**config.mk**
```make
export PLATFORM = sky130hd
export DESIGN_NAME = branch_predict_ctrl_flat
export DESIGN_NICKNAME = d
export VERILOG_FILES = /design/src/rtl/branch_predict_ctrl_pkg.sv /design/src/rtl/branch_predict_ctrl_if.sv /design/src/rtl/branch_predict_ctrl_bht_counter_next.sv /design/src/rtl/branch_predict_ctrl.sv /design/src/flat_wrapper.sv
export SDC_FILE = /design/constraint.sdc
export NUM_CORES = 1
export LEC_CHECK = 0
export ABC_CLOCK_PERIOD_IN_PS = 2100
export CORE_UTILIZATION = 35
export CTS_CLUSTER_DIAMETER = 40
export DETAILED_ROUTE_END_ITERATION = 12
export PLACE_DENSITY = 0.66
export SYNTH_ARGS = -nofsm -noshare
export SYNTH_HDL_FRONTEND = slang
export SYNTH_SLANG_ARGS = --single-unit
```
**constraint.sdc**
```tcl
create_clock -name clk -period 2.1 [get_ports clk]
set_input_delay 0.315 -clock clk [delete_from_list [all_inputs] [get_ports clk]]
set_output_delay 0.315 -clock clk [all_outputs]
set_load 0.005 [all_outputs]
```
**src/rtl/branch_predict_ctrl_pkg.sv**
```systemverilog
// Shared types, constants and saturating-counter helper for the branch predictor.
// Optional same-cycle forwarding is selected by the BHT_BYPASS_EN macro.
package bp_pkg;

    localparam int unsigned BP_IDX_W      = 6;
    localparam logic [1:0]  BP_INIT_STATE = 2'b01;

    localparam logic [1:0] ST_SNT = 2'd0;
    localparam logic [1:0] ST_WNT = 2'd1;
    localparam logic [1:0] ST_WT  = 2'd2;
    localparam logic [1:0] ST_ST  = 2'd3;

    localparam logic [0:0] FSM_IDLE    = 1'b0;
    localparam logic [0:0] FSM_RECOVER = 1'b1;

    typedef struct packed {
        logic       valid;
        logic [1:0] state;
    } bp_pred_t;

    function automatic logic [1:0] sat_next(input logic [1:0] s, input logic taken);
        if (taken) return (s == ST_ST)  ? ST_ST  : 2'(s + 2'd1);
        else       return (s == ST_SNT) ? ST_SNT : 2'(s - 2'd1);
    endfunction

endpackage

```
**src/rtl/branch_predict_ctrl_if.sv**
```systemverilog
// Fetch/decode lookup and execute resolution signals of the branch predictor.
interface branch_predict_ctrl_if #(
    parameter int unsigned PC_W  = 32,
    parameter int unsigned CNT_W = 16
);
    logic             if_valid;
    logic [PC_W-1:0]  if_pc;
    logic             id_stall;
    logic             id_pred_valid;
    logic [1:0]       id_pred_state;
    logic             id_pred_taken;
    logic             ex_valid;
    logic             ex_is_branch;
    logic [PC_W-1:0]  ex_pc;
    logic [1:0]       ex_state;
    logic             ex_outcome;
    logic             flush;
    logic             recovering;
    logic [CNT_W-1:0] branch_cnt;
    logic [CNT_W-1:0] mispred_cnt;

    modport master (
        output if_valid, if_pc, id_stall, ex_valid, ex_is_branch, ex_pc, ex_state, ex_outcome,
        input  id_pred_valid, id_pred_state, id_pred_taken, flush, recovering,
               branch_cnt, mispred_cnt
    );

    modport slave (
        input  if_valid, if_pc, id_stall, ex_valid, ex_is_branch, ex_pc, ex_state, ex_outcome,
        output id_pred_valid, id_pred_state, id_pred_taken, flush, recovering,
               branch_cnt, mispred_cnt
    );
endinterface

```
**src/rtl/branch_predict_ctrl_bht_counter_next.sv**
```systemverilog
// Two-bit saturating next-state and mispredict decode for one resolved branch.
module bht_counter_next
    import bp_pkg::*;
(
    input  logic [1:0] state,
    input  logic       taken,
    output logic [1:0] next_state_c,
    output logic       mispred_c
);
    always_comb begin
        next_state_c = sat_next(state, taken);
        mispred_c    = state[1] ^ taken;
    end
endmodule

```
**src/rtl/branch_predict_ctrl.sv**
```systemverilog
// Branch history table owner: registered IF lookup, EX update, one-cycle recovery, stats.
// Define BHT_BYPASS_EN to forward a same-cycle update to a colliding lookup.
module branch_predict_ctrl
    import bp_pkg::*;
#(
    parameter int unsigned IDX_W      = BP_IDX_W,
    parameter int unsigned PC_W       = 32,
    parameter int unsigned CNT_W      = 16,
    parameter logic [1:0]  INIT_STATE = BP_INIT_STATE
) (
    input  logic                 clk,
    input  logic                 rst,
    branch_predict_ctrl_if.slave bus
);
    localparam int unsigned DEPTH = 1 << IDX_W;

    logic [1:0]       bht [DEPTH];
    logic [IDX_W-1:0] if_idx;
    logic [IDX_W-1:0] ex_idx;
    logic             upd_c;
    logic             mispred_c;
    logic             raw_mispred;
    logic [1:0]       upd_state;
    logic [1:0]       lookup_state;
    logic [0:0]       fsm_q;
    logic [0:0]       fsm_d;
    bp_pred_t         pred_q;
    bp_pred_t         pred_d;
    logic [CNT_W-1:0] branch_q;
    logic [CNT_W-1:0] mispred_q;

    assign if_idx = bus.if_pc[IDX_W+1:2];
    assign ex_idx = bus.ex_pc[IDX_W+1:2];

    // One shared next-state instance feeds both the table write and the forward path.
    bht_counter_next u_next (
        .state        (bus.ex_state),
        .taken        (bus.ex_outcome),
        .next_state_c (upd_state),
        .mispred_c    (raw_mispred)
    );

    assign upd_c     = bus.ex_valid & bus.ex_is_branch;
    assign mispred_c = upd_c & raw_mispred;

    always_comb begin
        lookup_state = bht[if_idx];
`ifdef BHT_BYPASS_EN
        if (upd_c && (ex_idx == if_idx)) lookup_state = upd_state;
`endif
    end

    // Flush squashes ID even under stall; RECOVER drops the re-presented lookup.
    always_comb begin
        fsm_d  = mispred_c ? FSM_RECOVER : FSM_IDLE;
        pred_d = pred_q;
        if (mispred_c) begin
            pred_d.valid = 1'b0;
        end else if (bus.id_stall) begin
            pred_d = pred_q;
        end else if (fsm_q == FSM_RECOVER) begin
            pred_d.valid = 1'b0;
        end else if (bus.if_valid) begin
            pred_d.valid = 1'b1;
            pred_d.state = lookup_state;
        end else begin
            pred_d.valid = 1'b0;
        end
    end

    always_ff @(posedge clk) begin
        if (rst) begin
            fsm_q  <= FSM_IDLE;
            pred_q <= '0;
        end else begin
            fsm_q  <= fsm_d;
            pred_q <= pred_d;
        end
    end

    always_ff @(posedge clk) begin
        if (rst) begin
            for (int unsigned i = 0; i < DEPTH; i++) bht[IDX_W'(i)] <= INIT_STATE;
        end else if (upd_c) begin
            bht[ex_idx] <= upd_state;
        end
    end

    // Statistics saturate at all-ones.
    always_ff @(posedge clk) begin
        if (rst) begin
            branch_q  <= '0;
            mispred_q <= '0;
        end else if (upd_c) begin
            if (branch_q != '1) branch_q <= branch_q + CNT_W'(1);
            if (mispred_c && (mispred_q != '1)) mispred_q <= mispred_q + CNT_W'(1);
        end
    end

    assign bus.id_pred_valid = pred_q.valid;
    assign bus.id_pred_state = pred_q.state;
    assign bus.id_pred_taken = pred_q.state[1];
    assign bus.flush         = mispred_c;
    assign bus.recovering    = (fsm_q == FSM_RECOVER);
    assign bus.branch_cnt    = branch_q;
    assign bus.mispred_cnt   = mispred_q;

endmodule

```
**src/flat_wrapper.sv**
```systemverilog
// flat-port wrapper written by rule: the top's interface ports become plain ports
module branch_predict_ctrl_flat import bp_pkg::*;
#(
    parameter int unsigned IDX_W      = BP_IDX_W,
    parameter int unsigned PC_W       = 32,
    parameter int unsigned CNT_W      = 16,
    parameter logic [1:0]  INIT_STATE = BP_INIT_STATE
)
  (clk, rst, bus_if_valid, bus_if_pc, bus_id_stall, bus_ex_valid, bus_ex_is_branch, bus_ex_pc, bus_ex_state, bus_ex_outcome, bus_id_pred_valid, bus_id_pred_state, bus_id_pred_taken, bus_flush, bus_recovering, bus_branch_cnt, bus_mispred_cnt);
  branch_predict_ctrl_if #(.PC_W(PC_W), .CNT_W(CNT_W)) bus_i ();
  input  logic clk;
  input  logic rst;
  input wire logic [$bits(bus_i.if_valid)-1:0] bus_if_valid;
  input wire logic [$bits(bus_i.if_pc)-1:0] bus_if_pc;
  input wire logic [$bits(bus_i.id_stall)-1:0] bus_id_stall;
  input wire logic [$bits(bus_i.ex_valid)-1:0] bus_ex_valid;
  input wire logic [$bits(bus_i.ex_is_branch)-1:0] bus_ex_is_branch;
  input wire logic [$bits(bus_i.ex_pc)-1:0] bus_ex_pc;
  input wire logic [$bits(bus_i.ex_state)-1:0] bus_ex_state;
  input wire logic [$bits(bus_i.ex_outcome)-1:0] bus_ex_outcome;
  output wire logic [$bits(bus_i.id_pred_valid)-1:0] bus_id_pred_valid;
  output wire logic [$bits(bus_i.id_pred_state)-1:0] bus_id_pred_state;
  output wire logic [$bits(bus_i.id_pred_taken)-1:0] bus_id_pred_taken;
  output wire logic [$bits(bus_i.flush)-1:0] bus_flush;
  output wire logic [$bits(bus_i.recovering)-1:0] bus_recovering;
  output wire logic [$bits(bus_i.branch_cnt)-1:0] bus_branch_cnt;
  output wire logic [$bits(bus_i.mispred_cnt)-1:0] bus_mispred_cnt;
  assign bus_i.if_valid = bus_if_valid;
  assign bus_i.if_pc = bus_if_pc;
  assign bus_i.id_stall = bus_id_stall;
  assign bus_i.ex_valid = bus_ex_valid;
  assign bus_i.ex_is_branch = bus_ex_is_branch;
  assign bus_i.ex_pc = bus_ex_pc;
  assign bus_i.ex_state = bus_ex_state;
  assign bus_i.ex_outcome = bus_ex_outcome;
  assign bus_id_pred_valid = bus_i.id_pred_valid;
  assign bus_id_pred_state = bus_i.id_pred_state;
  assign bus_id_pred_taken = bus_i.id_pred_taken;
  assign bus_flush = bus_i.flush;
  assign bus_recovering = bus_i.recovering;
  assign bus_branch_cnt = bus_i.branch_cnt;
  assign bus_mispred_cnt = bus_i.mispred_cnt;
  branch_predict_ctrl #(.IDX_W(IDX_W), .PC_W(PC_W), .CNT_W(CNT_W), .INIT_STATE(INIT_STATE)) u_core (.clk(clk), .rst(rst), .bus(bus_i));
endmodule
```
Yosys cells after proc, flatten, opt, wreduce, memory -nomap -nowiden --
Memories as Yosys holds them, arrays and structs flattened. A register that Yosys moved wholly into a read port is not among the register bits. Cells that the tools add are included.
Word-level totals: memories kept 1, flip-flop bits (word level) 34, word-level logic and storage cells 39, input port bits 73, bits in writable memories 128, output and inout port bits 38
Operators by class: reduce and logical (&&, ||, !) cells 7, $add $sub $neg 4, eq/ne operators 3, multiplexer cells 14, bitwise operators 6
Memory list:
- u_core.bht | words 64, bits a word 2, rd ports 1, clocked after Yosys merged registers in 1, wr ports 64, RTL line branch_predict_ctrl.sv:17 | logic [1:0] bht [DEPTH];
Operators with widths (number):
- 16-bit by 1-bit adder with 16-bit output, second input constant | 2
- 16-bit != test, second input constant | 2
- 1-bit two-way mux | 9
- 2-bit two-way mux | 4
- 6-bit two-way mux | 1
- 2-bit AND reduction | 2
- 4-bit AND reduction | 1
- 2-bit OR reduction | 2
- 1-bit inverter | 3
- 2-bit by 1-bit adder with 2-bit output, second input constant | 1
- 1-bit AND | 2
- 2-bit == test, second input constant | 1
- 2-bit zero test | 1
- 2-bit by 1-bit subtractor with 2-bit output, second input constant | 1
- 1-bit logical AND | 1
- 1-bit bitwise XOR | 1

Depth between registers and ports, before layout --
Gate-level depths: netlist of the first run.
depth in word-level cells 6, gate-level depth with buffers 8, depth with buffers taken out 6

Modules after synthesis --
From an unflattened synthesis of the first run, not the netlist that was laid out.
Unflattened totals: cells, all modules 718, area total of the unflattened synthesis 8271.7 um^2
By module, submodules not included:
- branch_predict_ctrl | instances 1, area each 8239.2 um^2, seq. area each 4564.4 um^2, cells each 714
- bht_counter_next | instances 1, area each 32.5 um^2, seq. area each 0.0 um^2, cells each 4

Worst setup path before layout of the first run --
Ideal clock, no wire load.
path type input to register, start point in bus_if_pc[2], end point reg, netlist name u_core.bus.id_pred_state[0], stages 7, path buffers 2, path slack 0.167 ns, library setup time 0.122 ns, required time 1.978 ns, arrival time 1.811 ns, cells stage by stage buf_2 buf_4 mux4_2 a22oi_1 nand3_1 a211oi_1 o31ai_1
RTL lines:
- from (decl) | RTL line flat_wrapper.sv:14 | input wire logic [$bits(bus_i.if_pc)-1:0] bus_if_pc;

Worst setup path after layout of the first run --
start point reg u_core.branch_q[0] (netlist: u_core.bus.branch_cnt[0]), end point reg u_core.branch_q[15] (netlist: u_core.bus.branch_cnt[15])
On the way: cells in the longest elaborated chain, start to end 2, elaborated cells between the ends (all ways) 3, those cells by class 1 x add/sub; 1 x eq/ne; 1 x reduce/logical
RTL lines:
- from (decl) | RTL line branch_predict_ctrl.sv:29 | logic [CNT_W-1:0] branch_q;
- from (signal assigned) | RTL line branch_predict_ctrl.sv:95 | if (branch_q != '1) branch_q <= branch_q + CNT_W'(1);
- branches (longest 2 deep; another with 16-bit by 1-bit adder with 16-bit output)
Several ways; the timed one is not identified. A chain may end at the register's enable or synchronous reset.

==> reports/metrics.yaml, run 1 <==
antenna_found_initial: 0
num-nets-final: 950
grt.met3_usage: 0.0435
power_density_nw_per_um2: 711
rsz0062_at_grt: "no"
h-tree-depth: 4
grt_pass1_wl_mm: 30.8
hold_violations: 0
hold_buffers: 0
fillers: 2154
firstDrtPassIters: 5
synth_edf_count: 128
place_area_um2: 9780
worst_hold_path_type: "input pin to flop"
syn_avg_cell_area_um2: 10.8
tightest_slew_ns: 0.639
internal_power_w: 0.00560
core_area_um2: 22800
final_cell_area_um2: 10400
yosysWarnings: 0
fin_setup_tns_ns: 0
arrival_ns: 2.28
grtUsageMet2: 0.273
clock_power_share: 0.404
port_buffers: 58
wirelength_mm: 19.3
ir_drop_mv: 0.521
initial_utilization: 0.361
drive_above_1_share: 0.222
rows: 55
start_kind: "flop"
fin_crit_sh: 0.917
yosysTopAreaCellShare: 0.466
gp_congestion: 0.796
dieArea_um2: 24200
status: "finished, final reports clean"
cts_buffers: 17
synth_top_cell_by_area: "edfxtp_1"
setup.worst_path.class: "flop to flop"
drt_iter0_drc: 354
hpwlAfterDp_mm: 13.6
die_h_um: 155
overflow: 0
grt.busiest_layer: "met2"
synth-main-ff-cell: "edfxtp_1"
clk_pin_slew_ns: 0.07
end_kind: "flop"
clock_skew_ns: 0.00624
timing.fmax_mhz: 520
ff_latch_area_um2: 4560
rr_worst_depth: 5
cap_violations: 0
synth_area_leaders: "edfxtp_1 (47%), dfxtp_1 (8.7%), mux4_2 (6.6%)"
netlist_area_um2: 8240
power_frac_comb: 0.098
n_antenna_cell: 0
cts_root_buffer: "clkbuf_16"
multi_input_area_um2: 3420
drt.antenna.violating_nets: 0
vias: 6112
route.detailed.drc: 0
ios: 111
finalSetupViolations: 0
power_leakage_nw: 3.56
clk_latency_ns: 0.43
cts_tree: "yes"
synth_seq_cells: 164
track_usage: 0.167
grt_pass1_vias: 5899
viasPerCell: 5.09
sw_frac_of_total: 0.240
syn_inst: 763
clock_sinks: 164
cp.required_ns: 2.46
ys_seq_area_frac: 0.554
p_sw_w: 0.00176
cts_setup_buffers: 0
power_frac_seq: 0.498
grtUsageMet1: 0.220
grt_max_degree: 37
maxSlewHeadroom: 0.572
holdPathStages: 3
synth-async-reset-ratio: 0
routedWlPerCell_um: 16.1
area_growth_pct: 25.6
die_w_um: 155
cts_buffer_depth: 2
crit_fanout: 9
slew_viol_final: 0
synth_nets: 838
post-route-min-period_ns: 1.92
synthDistinctLibCells: 52
## power groups by stage
| stage | combinational (W) | clock (W) | sequential, W |
|---|---|---|---|
| floorplan | 0.000419 | 0 | 0.00372 |
| global placement | 0.000706 | 0 | 0.00374 |
| detailed placement | 0.000719 | 0 | 0.00374 |
| CTS | 0.000725 | 0.00300 | 0.00367 |
| global route | 0.000779 | 0.00315 | 0.00368 |
| finish | 0.000719 | 0.00298 | 0.00367 |
## sequential cells by signal (all words and copies together) (netlist names)
name and flops:
u_core.bht 128, u_core.bus.branch_cnt 16, u_core.bus.mispred_cnt 16, u_core.bus.id_pred_state 2, u_core.bus.id_pred_valid 1, u_core.bus.recovering 1
## per-layer routing
| layer | vias up | part of all wire |
|---|---|---|
| met1 | 2926 | 0.45 |
| li1 | 2999 | - |
| met2 | 172 | 0.48 |
| met3 | 15 | 0.068 |
| met5 | - | 0 |
| met4 | 0 | 0.0077 |
## worst max-delay path, cell delays in order, from the launching register on
cell and delay [ns]:
dfxtp_1 0.34, ha_1 0.25, and3_4 0.20, a311o_1 0.42, or4_1 0.50, a21oi_1 0.14
## stage by stage
| step | hold WS, ns | std cells | total power (W) | worst slack, ns | util |
|---|---|---|---|---|---|
| after CTS | 0.374 | 1200 | 0.00740 | 0.0145 | 0.452 |
| final | 0.378 | 1200 | 0.00737 | 0.175 | 0.453 |
| after detailed placement | 0.493 | 1169 | 0.00446 | -0.137 | 0.428 |
| after floorplan | 0.482 | 763 | 0.00414 | 0.167 | - |
| after global placement | 0.488 | 1169 | 0.00444 | -0.106 | 0.428 |
| after global routing | 0.395 | 1200 | 0.00761 | 0.0534 | 0.453 |
## repair_timing
| action | CTS | global route |
|---|---|---|
| pin swaps | 0 | 0 |
| resized for setup | 2 | 4 |
| setup endpoints to repair | 1 | 1 |
## cells in the mapped netlist (6+ instances only)
cell / number
buf_2: 6
nand3b_1: 8
mux4_2: 24
or2_2: 36
a211oi_1: 8
xor2_1: 14
clkbuf_1: 49
nand3_1: 51
edfxtp_1: 128
and3_1: 7
o21ai_0: 10
dfxtp_1: 36
inv_1: 6
a21oi_1: 7
nand2_1: 82
nand2b_1: 31
nor2_1: 93
mux2i_1: 19
nor3_1: 48
a22oi_1: 7
or3_1: 11
o31ai_1: 6
nor2b_1: 8
## logic make-up after synthesis
| logic type | Yosys count | share of synthesized area |
|---|---|---|
| mux | 45 | 0.0914 |
| flops | 164 | 0.554 |
| simple gates | 401 | 0.241 |
| xor+xnor | 19 | 0.0202 |
| fa+ha+maj | 3 | 0.00425 |
| compound gates | 64 | 0.0547 |
| buf+inv | 67 | 0.0346 |
## path summary, 6_finish.rpt
check | startpoint | to | slack (ns)
min reg2reg | u_core.bus.branch_cnt[5] | u_core.bus.branch_cnt[5] | 0.50
max | u_core.bus.branch_cnt[0] | u_core.bus.branch_cnt[15] | 0.18
max reg2reg | u_core.bus.branch_cnt[0] | u_core.bus.branch_cnt[15] | 0.18
min | rst | u_core.bus.mispred_cnt[7] | 0.38
## layout make-up
class	count	share of cell area
Clock buffer	17	0.0411
Clock inverter	14	0.0123
Inverter	7	0.00254
Multi-Input combinational cell	532	0.330
Sequential cell	164	0.441
Tap cell	313	0.0378
Timing Repair Buffer	153	0.135
## cell usage in the layout, fill, tap and decap left out, types with 5 or more instances in the layout
cell type	n
or3_1	11
nor2_1	92
buf_4	86
and3_1	7
inv_1	6
nand2_1	81
clkbuf_16	17
xor2_1	14
nand2b_1	31
inv_6	6
a22oi_1	7
mux4_2	24
nand3b_1	8
nor2b_1	8
a211oi_1	8
nand3_1	51
nor3_1	48
nor3b_1	5
dfxtp_1	36
mux2i_1	19
o31ai_1	6
buf_12	9
edfxtp_1	128
clkdlybuf4s50_1	53
o211ai_1	5
a21oi_1	7
or2_2	36
o21ai_0	10
Note: power is estimated with default switching activity, not from simulation.
==> run 2: changes to the inputs <==
--- a/config.mk
+++ b/config.mk
@@ -5,11 +5,12 @@
 export SDC_FILE = /design/constraint.sdc
 export NUM_CORES = 1
 export LEC_CHECK = 0
+export ABC_AREA = 1
 export ABC_CLOCK_PERIOD_IN_PS = 2100
 export CORE_UTILIZATION = 35
 export CTS_CLUSTER_DIAMETER = 40
 export DETAILED_ROUTE_END_ITERATION = 12
-export PLACE_DENSITY = 0.66
+export PLACE_DENSITY_LB_ADDON = 0.2
 export SYNTH_ARGS = -nofsm -noshare
 export SYNTH_HDL_FRONTEND = slang
 export SYNTH_SLANG_ARGS = --single-unit
==> run 2 against run 1 <==
Count of clock-buffer cells in the layout rose by 3. Routed wire length is 14% higher. Sequential share of layout area shrank 0.16 points. Final cell count rose by 24%. Die area grew 4.5%. Clock power increased by 6%. Global-route usage increased by 1.6 points. Critical path depth is the same.
==> reports/metrics.yaml, run 2 <==
power_density_nw_per_um2: 725  # was 711 nW/µm²
slew_viol_final: 0  # unchanged
holdPathStages: 2  # was 3
grt_max_degree: 55  # was 37
clk_latency_ns: 0.43  # about the same
finalSetupViolations: 0  # unchanged
power_leakage_nw: 3.83  # was 3.56 nW
final_common_cell: "nand2_1"  # was edfxtp_1
placed_cells: 1457  # was 1169
timing.fmax_mhz: 496  # was 520 MHz
synth_most_common_cell: "nand2_1"  # was edfxtp_1
rsz0062_at_grt: "no"  # unchanged
cts_setup_buffers: 0  # unchanged
ys_seq_area_frac: 0.530  # was 0.554
start_kind: "input pin"  # was flop
antenna_found_initial: 0  # unchanged
hold-path-endpoint: "u_core.bus.mispred_cnt[15]"  # was u_core.bus.mispred_cnt[7]
h-tree-depth: 4  # unchanged
clock_sinks: 164  # unchanged
num-nets-final: 1227  # was 950
sw_frac_of_total: 0.237  # was 0.240
routedWlPerCell_um: 14.8  # was 16.1 µm
netlist_area_um2: 8620  # was 8240 µm²
hold_violations: 0  # unchanged
dieArea_um2: 25200  # was 24200 µm²
synth_top_cell_by_area: "edfxtp_1"  # unchanged
power_frac_comb: 0.094  # was 0.098
ctsResizeCount: 0  # was 2
rr_worst_depth: 9  # was 5
port_buffers: 58  # unchanged
syn_inst: 1081  # was 763
synthTopCellsByCount: "nand2_1 (324), nor2_1 (161), inv_1 (130), nand3_1 (130), edfxtp_1 (128)"  # was edfxtp_1 (128), nor2_1 (93), nand2_1 (82)
rows: 57  # was 55
cp.required_ns: 1.78  # was 2.46 ns
cap_violations: 0  # unchanged
post-route-util: 0.429  # was 0.453
track_usage: 0.183  # was 0.167
drt_iter0_drc: 434  # was 354
overflow: 0  # unchanged
drt.antenna.violating_nets: 0  # unchanged
muxShareOfSynthArea: 0  # was 0.0914
synth_compound_area_frac: 0.0317  # was 0.0547
setup.worst_path.class: "input pin to primary output"  # was flop to flop
rrSetupSlack_ns: 0.42  # was 0.18 ns
fin_setup_tns_ns: 0  # unchanged
largest-register: "u_core.bht"  # unchanged
maxSlewHeadroom: 0.703  # was 0.572
p_sw_w: 0.00179  # was 0.00176 W
fin_crit_sh: 0.961  # was 0.917
yosysTopAreaCellShare: 0.446  # was 0.466
route.detailed.drc: 0  # unchanged
crit_fanout: 3  # was 9
final_cell_count_no_fill: 1489  # was 1200
synth-simple-area-share: 0.339  # was 0.241
n_antenna_cell: 0  # unchanged
wirelength_mm: 22.1  # was 19.3 mm
layout.cells.most_common_list: "nand2_1 (324), nor2_1 (161), inv_1 (130), nand3_1 (130), edfxtp_1 (128)"  # was edfxtp_1 (128), nor2_1 (92), buf_4 (86), nand2_1 (81), clkdlybuf4s50_1 (53)
synth_area_leaders: "edfxtp_1 (45%), nand2_1 (14%), dfxtp_1 (8.4%)"  # was edfxtp_1 (47%), dfxtp_1 (8.7%), mux4_2 (6.6%)
synth-main-ff-cell: "edfxtp_1"  # unchanged
cts_root_buffer: "clkbuf_16"  # unchanged
synth-async-reset-ratio: 0  # unchanged
power_frac_seq: 0.486  # was 0.498
viasPerCell: 4.82  # was 5.09
cts_tree: "yes"  # unchanged
vias: 7170  # was 6112
ios: 111  # unchanged
firstDrtPassIters: 7  # was 5
die_w_um: 159  # was 155 µm
clock_skew_ns: 0.00706  # was 0.00624 ns
hpwlAfterDp_mm: 14.5  # was 13.6 mm
worstReg2RegEnd: "u_core.bus.branch_cnt[14]"  # was u_core.bus.branch_cnt[15]
synth_top_family_by_area: "simple AND/OR/NAND/NOR gates"  # unchanged
largest_reg_flops: 128  # unchanged
synth_edf_count: 128  # unchanged
clock_power_share: 0.420  # was 0.404
worst_hold_path_type: "flop to flop"  # was input pin to flop
status: "finished, final reports clean"  # unchanged
synth_seq_cells: 164  # unchanged
clk_pin_slew_ns: 0.06  # was 0.07 ns
cts_buffers: 17  # unchanged
internal_power_w: 0.00575  # was 0.00560 W
core_area_um2: 24200  # was 22800 µm²
hold_buffers: 0  # unchanged
grt_pass1_wl_mm: 35.7  # was 30.8 mm
post-route-min-period_ns: 2.02  # was 1.92 ns
ir_drop_mv: 0.472  # was 0.521 mV
synth_fa_ha_area_frac: 0.00290  # was 0.00425
cts_buffer_depth: 2  # unchanged
arrival_ns: 1.70  # was 2.28 ns
drive_above_1_share: 0.0927  # was 0.222
rr_startpoint: "u_core.bus.branch_cnt[0]"  # unchanged
synth_nets: 1156  # was 838
synthDistinctLibCells: 35  # was 52
end_kind: "primary output"  # was flop
syn_avg_cell_area_um2: 7.97  # was 10.8 µm²
initial_utilization: 0.355  # was 0.361
synth-xor-area-share: 0.00610  # was 0.0202
area_growth_pct: 20.6  # was 25.6%
grt_pass1_vias: 6889  # was 5899
tightest_slew_ns: 0.444  # was 0.639 ns
die_h_um: 159  # was 155 µm
min_from: "u_core.bus.mispred_cnt[15]"  # was rst
yosysWarnings: 0  # unchanged
gp_congestion: 0.789  # was 0.796
-- run 2: power by group through the flow --
| stage | Sequential, W | Clock (W) | Combinational (W) |
|---|---|---|---|
| after floorplan | 0.00372 | 0 | 0.000426 |
| after global placement | 0.00373 | 0 | 0.000709 |
| after detailed placement | 0.00374 | 0 | 0.000713 |
| after CTS | 0.00367 | 0.00322 | 0.000716 |
| after global routing | 0.00368 | 0.00335 | 0.000789 |
| final | 0.00367 | 0.00316 | 0.000709 |
-- run 2: through the flow --
| stage | power [W] | cell area (µm²) | hold slack (ns) | setup slack [ns] |
|---|---|---|---|---|
| after floorplan | 0.00415 | 8620 | 0.470 | 0.620 |
| after global placement | 0.00444 | 9800 | 0.473 | -0.0987 |
| after detailed placement | 0.00445 | 9800 | 0.474 | -0.109 |
| after CTS | 0.00760 | 10400 | 0.487 | 0.0716 |
| after global routing | 0.00782 | 10400 | 0.504 | 0.0363 |
| final | 0.00754 | 10400 | 0.487 | 0.0819 |
-- run 2: how the worst max path moves through the flow --
stage                                   startpoint                         to  slack [ns]  cells past startpoint
final                                 bus_ex_valid                  bus_flush        0.08                      5
after global routing                  bus_ex_valid                  bus_flush        0.04                      5
after CTS                             bus_ex_valid                  bus_flush        0.07                      5
after detailed placement              bus_ex_pc[3]          u_core.bht[47][1]       -0.11                      9
after global placement                bus_ex_pc[3]          u_core.bht[47][0]        -0.1                      9
after floorplan           u_core.bus.branch_cnt[0]  u_core.bus.branch_cnt[12]        0.62                      7
-- run 2: layout make-up --
type	count	area, µm²
clock inverter	12	155
clock buffer	20	437
timing repair buffer	101	1040
tap	324	405
fill	2524	13900
inverter	135	512
sequential	164	4560
multi-input combinational	733	3280
-- run 2: critical path, cell delays in order --
cell and delay, ns:
clkdlybuf4s50_1 0.47, nand2_2 0.06, buf_4 0.15, nor3_4 0.19, clkdlybuf4s50_1 0.52
-- run 2: routing by layer --
| metal | global-route usage | wire [µm] | share of wire | vias to the layer above |
|---|---|---|---|---|
| li1 | - | - | - | 3606 |
| met1 | 0.237 | 9940 | 0.45 | 3333 |
| met2 | 0.304 | 10400 | 0.47 | 207 |
| met3 | 0.0355 | 1260 | 0.057 | 24 |
| met4 | 0.0599 | 433 | 0.020 | 0 |
| met5 | 0 | 0 | 0 | - |
-- run 2: kinds of logic (layout without fill, tap and decap cells) --
family                     Yosys count  after routing
AOI/OAI and AO/OA                   50             50
xor gates and xnor gates             6              6
adders and majority gates            2              2
buffers and inverters              184            268
DFF                                164            164
and+or+nand+nor                    675            675
